**config.mk**
```make
export PLATFORM = sky130hd
export DESIGN_NAME = debug_run_controller
export DESIGN_NICKNAME = d
export VERILOG_FILES = /design/src/rtl/debug_run_controller.sv
export SDC_FILE = /design/constraint.sdc
export NUM_CORES = 1
export LEC_CHECK = 0
export BUFFER_PORTS_ARGS = -buffer_cell sky130_fd_sc_hd__buf_4
export CORE_MARGIN = 2
export CORE_UTILIZATION = 50
export CTS_BUF_LIST = sky130_fd_sc_hd__clkbuf_4
export DETAILED_ROUTE_END_ITERATION = 6
export PLACE_DENSITY = 0.74
export SLEW_MARGIN = 20
export SYNTH_ARGS = -nofsm -noshare
export SYNTH_HDL_FRONTEND = slang
export SYNTH_SLANG_ARGS = --single-unit
```
**constraint.sdc**
```tcl
create_clock -name i_clk -period 6.3 [get_ports i_clk]
set_input_delay 0.315 -clock i_clk [delete_from_list [all_inputs] [get_ports i_clk]]
set_output_delay 0.315 -clock i_clk [all_outputs]
set_load 0.05 [all_outputs]
```
**src/rtl/debug_run_controller.sv**
```systemverilog
// Run/step sequencer for the debug-controlled MIPS pipeline: owns the global advance
// enable, handles RUN/STEP/HALT, PC breakpoint, end-of-program drain and MISO arbitration.
module debug_run_controller #(
  parameter int NB_BITS      = 32,
  parameter int NB_CS        = 4,
  parameter int DRAIN_CYCLES = 4
) (
  input  logic               i_clk,
  input  logic               i_rst,
  input  logic               i_cmd_valid,
  input  logic [2:0]         i_cmd,
  input  logic [NB_BITS-1:0] i_cmd_arg,
  input  logic [NB_BITS-1:0] i_pc,
  input  logic               i_end_instr,
  input  logic [NB_CS-1:0]   i_miso,
  input  logic [NB_CS-1:0]   i_spi_cs,
  output logic               o_debug_enb,
  output logic [1:0]         o_state,
  output logic [1:0]         o_halt_cause,
  output logic [NB_BITS-1:0] o_cycle_cnt,
  output logic               o_miso,
  output logic               o_cs_err
);

  localparam logic [1:0] S_HALTED = 2'd0;
  localparam logic [1:0] S_RUN    = 2'd1;
  localparam logic [1:0] S_STEP   = 2'd2;
  localparam logic [1:0] S_DRAIN  = 2'd3;

  localparam logic [1:0] C_RESET = 2'd0;
  localparam logic [1:0] C_HOST  = 2'd1;
  localparam logic [1:0] C_BREAK = 2'd2;
  localparam logic [1:0] C_END   = 2'd3;

  localparam logic [2:0] CMD_RUN     = 3'd1;
  localparam logic [2:0] CMD_STEP    = 3'd2;
  localparam logic [2:0] CMD_HALT    = 3'd3;
  localparam logic [2:0] CMD_SET_BP  = 3'd4;
  localparam logic [2:0] CMD_CLR_BP  = 3'd5;
  localparam logic [2:0] CMD_CLR_CNT = 3'd6;

  localparam logic [NB_BITS-1:0] ONE        = {{(NB_BITS-1){1'b0}}, 1'b1};
  localparam logic [3:0]         DRAIN_LOAD = 4'(DRAIN_CYCLES);
  localparam logic [NB_CS-1:0]   CS_ONE     = {{(NB_CS-1){1'b0}}, 1'b1};

  logic [1:0]         state, state_next;
  logic [1:0]         cause_next;
  logic [NB_BITS-1:0] step_cnt;
  logic [NB_BITS-1:0] bp_addr;
  logic               bp_en;
  logic               skip;
  logic [3:0]         drain_cnt;
  logic               bp_hit;

  logic cmd_run, cmd_step, cmd_halt, cmd_set_bp, cmd_clr_bp, cmd_clr_cnt;

  assign cmd_run     = i_cmd_valid && (i_cmd == CMD_RUN);
  assign cmd_step    = i_cmd_valid && (i_cmd == CMD_STEP);
  assign cmd_halt    = i_cmd_valid && (i_cmd == CMD_HALT);
  assign cmd_set_bp  = i_cmd_valid && (i_cmd == CMD_SET_BP);
  assign cmd_clr_bp  = i_cmd_valid && (i_cmd == CMD_CLR_BP);
  assign cmd_clr_cnt = i_cmd_valid && (i_cmd == CMD_CLR_CNT);

  // skip masks the hit for one cycle so a resume at the breakpoint PC moves on
  assign bp_hit = bp_en && !skip && (i_pc == bp_addr) &&
                  ((state == S_RUN) || (state == S_STEP));

  always_ff @(posedge i_clk or posedge i_rst) begin
    if (i_rst) state <= S_HALTED;
    else       state <= state_next;
  end

  always_comb begin
    state_next = state;
    cause_next = o_halt_cause;
    case (state)
      S_HALTED: begin
        if (cmd_run)       state_next = S_RUN;
        else if (cmd_step) state_next = S_STEP;
      end
      S_RUN, S_STEP: begin
        if (i_end_instr) begin
          state_next = S_DRAIN;
        end else if (bp_hit) begin
          state_next = S_HALTED;
          cause_next = C_BREAK;
        end else if (cmd_halt || ((state == S_STEP) && (step_cnt == ONE))) begin
          state_next = S_HALTED;
          cause_next = C_HOST;
        end
      end
      S_DRAIN: begin
        if (drain_cnt == 4'd1) begin
          state_next = S_HALTED;
          cause_next = C_END;
        end
      end
      default: state_next = S_HALTED;
    endcase
  end

  always_comb begin
    o_state     = state;
    o_debug_enb = (state != S_HALTED);
  end

  always_ff @(posedge i_clk or posedge i_rst) begin
    if (i_rst) begin
      o_cycle_cnt  <= '0;
      o_halt_cause <= C_RESET;
      bp_en        <= 1'b0;
      bp_addr      <= '0;
      step_cnt     <= '0;
      drain_cnt    <= '0;
      skip         <= 1'b0;
    end else begin
      if (cmd_clr_cnt)
        o_cycle_cnt <= '0;
      else if (o_debug_enb && (o_cycle_cnt != '1))
        o_cycle_cnt <= o_cycle_cnt + ONE;

      if (cmd_set_bp) begin
        bp_en   <= 1'b1;
        bp_addr <= i_cmd_arg;
      end else if (cmd_clr_bp) begin
        bp_en <= 1'b0;
      end

      if ((state == S_HALTED) && (state_next == S_STEP))
        step_cnt <= (i_cmd_arg == '0) ? ONE : i_cmd_arg;
      else if (state == S_STEP)
        step_cnt <= step_cnt - ONE;

      if ((state != S_DRAIN) && (state_next == S_DRAIN))
        drain_cnt <= DRAIN_LOAD;
      else if (state == S_DRAIN)
        drain_cnt <= drain_cnt - 4'd1;

      skip         <= (state == S_HALTED) && (state_next != S_HALTED);
      o_halt_cause <= cause_next;
    end
  end

  // Only a single low chip select may reach the host; x & (x-1) is nonzero for 2+ bits set
  logic [NB_CS-1:0] cs_low;
  logic             cs_multi;
  logic             cs_single;

  always_comb begin
    cs_low    = ~i_spi_cs;
    cs_multi  = (cs_low & (cs_low - CS_ONE)) != '0;
    cs_single = (cs_low != '0) && !cs_multi;
    o_miso    = cs_single && |(i_miso & cs_low);
    o_cs_err  = cs_multi;
  end

endmodule

```
==> impl_metrics.py, run 1 <==
metrics = {
    "global_route": {
        "grt_pass1_vias": 4622,
        "grt.busiest_layer": "met2",
        "grt_first_pass_wirelength_mm": 23.5,
        "use_met2_pct": 37.7,
        "grt_usage_pct": 23.5,
        "grt_antenna_before_repair": 0,
        "grt_remaining_overflow": 0,
        "grt_use_met1_pct": 31.9,
        "grt_max_degree": 88,
        "grtUsageMet3_pct": 4.19,
    },
    "place": {
        "gp_congestion": 0.873,
        "io_buffers": 117,
        "dpl.cell_count": 803,
        "dp_slack_ns": 3.02,
        "dp_hpwl_mm": 10.4,
    },
    "final_layout": {
        "num_antenna_cells": 0,
        "final_cell_mix": "buf_4 (121), dfrtp_1 (106), mux2_2 (60)",
        "area_delta_synth_final_pct": 20.9,
        "fillers": 964,
        "drive_gt1_share_pct": 31.0,
        "fin_cells": 820,
        "final_util_pct": 61.8,
        "fin_nets": 760,
        "final_common_cell": "buf_4",
    },
    "timing": {
        "setup_tns_ns": 0,
        "slew-limit-headroom_pct": 47.6,
        "fmax_mhz": 301,
        "clock-skew-final_ns": 0.0153,
        "hold_viol_final": 0,
        "finalCriticalPeriod_ns": 3.32,
        "period_share_pct": 52.8,
        "rsz0062_at_grt": "no",
        "maxSlewViolCount": 0,
        "setup-violations-final": 0,
        "finalWorstSetupSlack_ns": 2.98,
        "tightest_slew_ns": 0.786,
    },
    "min_path": {
        "hp-class": "input port to register",
    },
    "clock_network": {
        "clk_pin_slew_ns": 0.17,
        "cts_buffers": 9,
        "cts_tree": "built",
        "ctsHtreeMaxLevel": 3,
        "clock-sinks": 106,
        "cts_buffer_depth": 2,
        "clk_latency_ns": 0.50,
        "clockRootBuffer": "clkbuf_4",
        "cts_resized": 0,
    },
    "detailed_routing": {
        "via_per_inst": 5.70,
        "wl_mm": 14.3,
        "drc": 0,
        "dr_total_vias": 4676,
        "drtIter0Drc": 266,
        "dr.pass1.iters": 5,
        "ant_nets": 0,
        "post_drt_wl_per_cell_um": 17.5,
    },
    "synthesis": {
        "syn_area_sq_um": 5820,
        "synth_seq_area_share_pct": 45.6,
        "synth_edf_count": 0,
        "synth_flop_cell": "dfrtp_1",
        "synthArstFlopShare_pct": 100,
        "synth.distinct_cells": 46,
        "yosysWarnings": 0,
        "syn_area_per_cell_sq_um": 10.5,
        "synth_fp_nets": 640,
        "ys_ff_latch": 106,
        "synthCells": 552,
    },
    "pwr": {
        "power_density_nw_per_um2": 361,
        "ir_drop_mv": 0.256,
        "p_leak_nw": 3.08,
        "finalPower_mw": 2.54,
    },
    "setup_path": {
        "r2r_end": "step_cnt[23]",
        "crit_chain": "inv_1 -> ha_1 -> nor3b_1 -> nand4b_1 -> nor4_2 -> a21oi_1 -> a41oi_2 -> inv_2 -> nor3_4 -> buf_4 -> mux2_2",
        "rr_worst_depth": 11,
        "start_kind": "register",
        "worstPathArrival_ns": 3.72,
        "required_ns": 6.70,
        "startpoint": "o_state[0]",
        "worstSetupPathType": "register to register",
        "regToRegSetupSlack_ns": 2.98,
        "r2r_start": "o_state[0]",
        "endpoint_kind": "register",
        "slowest_stage": "dfrtp_1",
        "crit_fanout": 32,
        "critPathMaxStageDelay_ns": 0.49,
        "crit_end": "step_cnt[23]",
    },
    "run": {
        "maxCapViolations": 0,
    },
    "die": {
        "die_h_um": 112,
        "core-area_sq_um": 11400,
        "initial_core_util_pct": 51.1,
        "die_x_um": 112,
        "io-pin-count": 118,
        "rows": 39,
        "dieArea_sq_um": 12500,
    },
    "status": {
        "status": "finished, final reports clean",
    },
}
[power breakdown]
group	switching (mW)	total, mW	internal (mW)
registers	0.208	1.09	0.882
clock network	0.246	0.409	0.163
logic	0.568	1.04	0.471
[Yosys cell counts, types with 5 or more instances]
master | n | share of area, %
nand4_1 | 18 | 1.9
o21ai_0 | 11 | 0.95
xnor2_1 | 52 | 7.8
nor3_1 | 12 | 1.0
a21oi_1 | 14 | 1.2
nand3_1 | 19 | 1.6
xor2_1 | 33 | 5.0
dfrtp_1 | 106 | 46
or3_1 | 8 | 0.86
nor2_1 | 50 | 3.2
nor4_1 | 25 | 2.7
clkbuf_1 | 11 | 0.71
nand2b_1 | 5 | 0.54
inv_1 | 18 | 1.2
nand2_1 | 34 | 2.2
ha_1 | 9 | 1.9
and3_1 | 9 | 0.97
o22ai_1 | 5 | 0.54
mux2_2 | 60 | 12
[routing by layer]
metal / share of wire [%] / up-vias
met5: 0 / -
met4: 2.2 / 0
met3: 4.9 / 23
met2: 49 / 139
met1: 44 / 2304
li1: - / 2210
[worst min path at each step]
stage,startpoint,end,cells after the start
after detailed placement,i_rst,o_cycle_cnt[7],2
after CTS,i_cmd_arg[10],step_cnt[10],2
after global routing,i_cmd_arg[10],step_cnt[10],2
after global placement,i_rst,o_cycle_cnt[8],2
final,i_cmd_arg[10],step_cnt[10],2
after floorplan,i_cmd_arg[10],step_cnt[10],1
[layout make-up]
cell class              instances  area (sq um)  share of cell area [%]
multi-input cells             413          3030                    43.1
clock buffers                   9          67.6                   0.961
well taps                     143           179                    2.54
repair buffers                123           930                    13.2
inverters                      19          73.8                    1.05
clock inverters                 7           101                    1.44
flip-flops and latches        106          2650                    37.7
[registers in the layout, indices dropped and copies added, names as in the netlist]
name and flops:
o_cycle_cnt 32, step_cnt 32, bp_en 1, skip 1
o_state 2, o_halt_cause 2, bp_addr 32, drain_cnt 4
[cells by family after synthesis]
family          Yosys count  share of synthesized area, %
buf+inv                  33                          2.52
mux                      67                          12.9
flops                   106                          45.6
fa+ha+maj                10                          2.11
simple gates            204                          18.7
xor+xnor                 85                          12.8
compound gates           47                          5.36
[metrics by stage]
step / cell area (sq um) / hold WS, ns
floorplan: 5820 / 0.450
global placement: 6850 / 0.279
detailed placement: 6850 / 0.280
CTS: 7030 / 0.0192
global route: 7030 / 0.0154
finish: 7030 / 0.0437
[worst max-delay path, delay by kind of cell, from the launching register on]
kind                     cells  cell delay (ns)
adder cells (fa/ha/maj)      1             0.30
flip-flops                   1             0.49
multiplexers                 1             0.40
AO/OA/AOI/OAI                2             0.45
AND/OR/NAND/NOR              4             0.92
buffers and inverters        3             0.65
[repair_timing]
action | CTS | global route
hold endpoints to repair | 19 | 0
hold buffers | 1 | 0
endpoints found under the setup margin | 0 | 0
setup buffers | 0 | 0
Note: power is estimated with default switching activity, not from simulation.
==> run 2: changes to the inputs <==
Clock period 6.3 ns to 3.2 ns, I/O delays scaled along.
==> run 2 against run 1 <==
- sequential power rose by 94%
- fmax grew 7.9%
- worst hold slack better by 0.074 ns
- cell count grew 5.4%
- critical path depth fell by 2
- worst setup slack got worse by 2.9 ns
- die area stayed put
- critical path type unchanged
- highest routed layer unchanged
- non-clock buffer count is 44 higher
- global-route usage is 1.0 points higher
- flip-flop and latch count unchanged
- first-iteration DRC count rose by 25%
- utilization rose by 3.8 points
==> impl_metrics.py, run 2 (same netlist as run 1, synthesis figures left out) <==
metrics = {
    "status": {
        "status": "finished, final reports clean",
    },
    "die": {
        "core-area_sq_um": 11400,
        "dieArea_sq_um": 12500,
        "die_x_um": 112,
        "rows": 39,
        "die_h_um": 112,
        "io-pin-count": 118,
        "initial_core_util_pct": 51.1,
    },
    "final_layout": {
        "area_delta_synth_final_pct": 28.2,
        "final_cell_mix": "buf_4 (131), dfrtp_1 (105), mux2_2 (60)",
        "reg_top3": "bp_addr (32), o_cycle_cnt (32), step_cnt (32)",
        "fin_nets": 804,
        "multi_input_area_sq_um": 3030,
        "seqCellArea_sq_um": 2650,
        "fillers": 872,
        "drive_gt1_share_pct": 30.7,
        "final_common_cell": "buf_4",
    },
    "clock_network": {
        "cts_buffer_depth": 2,
        "clk_latency_ns": 0.50,
        "clk_pin_slew_ns": 0.17,
        "clock-sinks": 106,
        "cts_tree": "built",
        "ctsHtreeMaxLevel": 3,
        "clockRootBuffer": "clkbuf_4",
        "cts_buffers": 9,
    },
    "detailed_routing": {
        "dr.pass1.iters": 5,
        "via_per_inst": 5.68,
        "drtIter0Drc": 333,
        "m1WireLength_mm": 6.62,
        "ant_nets": 0,
        "met3_length_um": 697,
        "dr_total_vias": 4906,
        "wl_mm": 14.9,
        "top_layer": "met4",
        "post_drt_wl_per_cell_um": 17.3,
        "drc": 0,
        "wl_met2_mm": 7.21,
    },
    "timing": {
        "clock-skew-final_ns": 0.0273,
        "setup-violations-final": 0,
        "hold_viol_final": 0,
        "period_share_pct": 96.3,
        "setup_tns_ns": 0,
        "slew-limit-headroom_pct": 56.8,
        "maxSlewViolCount": 0,
        "tightest_slew_ns": 0.645,
        "finalCriticalPeriod_ns": 3.08,
        "fmax_mhz": 325,
    },
    "setup_path": {
        "r2r_start": "step_cnt[24]",
        "endpoint_kind": "register",
        "critPathMaxStageDelay_ns": 0.57,
        "rr_worst_depth": 9,
        "start_kind": "register",
        "crit_end": "step_cnt[2]",
        "regToRegSetupSlack_ns": 0.12,
        "path_delay_family": "simple AND/OR/NAND/NOR gates",
        "crit_fanout": 32,
        "slowest_stage": "or4_4",
        "worstPathArrival_ns": 3.46,
        "path_buf_inv": 2,
        "path_depth": 9,
        "required_ns": 3.58,
        "r2r_end": "step_cnt[2]",
        "startpoint": "step_cnt[24]",
        "crit_top_cell": "or4_4",
        "worstSetupPathType": "register to register",
        "crit_chain": "or4_4 -> or4_4 -> nor4_2 -> a21oi_1 -> a41oi_2 -> inv_2 -> nor3_4 -> buf_12 -> mux2_2",
    },
    "pwr": {
        "sequentialPowerShare_pct": 41.5,
        "switchingPower_mw": 2.02,
        "finalPower_mw": 5.11,
        "ir_drop_mv": 0.500,
        "combPwrFrac_pct": 43.3,
        "p_int_mw": 3.09,
        "p_leak_nw": 3.28,
        "switching_share_pct": 39.5,
        "power.share.clock_pct": 15.1,
        "power_density_nw_per_um2": 685,
    },
    "place": {
        "gp_congestion": 0.872,
        "io_buffers": 117,
        "dp_hpwl_mm": 10.7,
    },
    "min_path": {
        "hp-class": "input port to register",
    },
    "run": {
        "maxCapViolations": 0,
    },
    "global_route": {
        "grt_usage_pct": 24.5,
        "grt_remaining_overflow": 0,
        "grt_antenna_before_repair": 1,
        "grt_first_pass_wirelength_mm": 24.5,
        "grt_pass1_vias": 4869,
        "grt_max_degree": 64,
    },
}
==> run 2: cell count changes in the layout (fill, tap and decap cells not counted), sizes merged <==
cell / change
dlygate4sd3: +33
clkinv: +1
diode: +1
buf: +11
clkinvlp: -2
==> run 2: worst min path at each step <==
stage	startpoint	endpoint	cells past startpoint	slack [ns]
after global routing	i_end_instr	o_halt_cause[1]	4	0.1
after CTS	i_cmd[2]	bp_en	4	0.08
after global placement	i_rst	o_cycle_cnt[8]	2	0.26
after floorplan	i_cmd_arg[10]	step_cnt[10]	1	0.29
after detailed placement	i_rst	o_cycle_cnt[8]	2	0.27
final	i_end_instr	o_halt_cause[0]	4	0.12
==> run 2: layer usage <==
metal | track usage [%] | vias up
li1 | - | 2314
met1 | 32.7 | 2402
met2 | 39.9 | 159
met3 | 3.76 | 31
met4 | 10.7 | 0
met5 | 0 | -
==> run 2: power by group through the flow <==
| stage | clock network (mW) | registers [mW] | logic (mW) |
|---|---|---|---|
| 2_1_floorplan | 0 | 2.30 | 1.33 |
| 3_3_place_gp | 0 | 2.11 | 2.05 |
| 3_5_place_dp | 0 | 2.14 | 2.13 |
| 4_1_cts | 0.796 | 2.11 | 2.18 |
| 5_1_grt | 0.855 | 2.18 | 2.41 |
| 6_report | 0.774 | 2.12 | 2.22 |
==> run 2: timing repair <==
action,CTS,global route
hold endpoints to repair,108,0
setup buffers,0,2
hold buffers,34,0
endpoints found under the setup margin,0,31
resized for setup,0,1
==> run 2: tightest hold or removal path: stages <==
cell	delay, ns
buf_4	0.11
a21oi_1	0.05
nor3b_1	0.17
a221oi_1	0.07
==> run 2: final cells by class <==
cell class | instances | share of cell area [%]
clock buffers | 9 | 0.906
repair buffers | 167 | 18.3
well taps | 143 | 2.40
clock inverters | 6 | 1.22
multi-input cells | 413 | 40.6
inverters | 19 | 0.990
flip-flops and latches | 106 | 35.6
diodes | 1 | 0.0336
==> run 2: through the flow <==
stage | area (sq um) | setup slack, ns | utilization [%] | std cells | hold slack, ns
2_1_floorplan | 5820 | 0.134 | - | 552 | 0.295
3_3_place_gp | 6940 | 0.233 | 61.0 | 812 | 0.261
3_5_place_dp | 6940 | 0.101 | 61.0 | 812 | 0.268
4_1_cts | 7440 | 0.0644 | 65.4 | 861 | 0.0848
5_1_grt | 7460 | -0.0124 | 65.6 | 864 | 0.0995
6_report | 7460 | 0.119 | 65.6 | 864 | 0.117
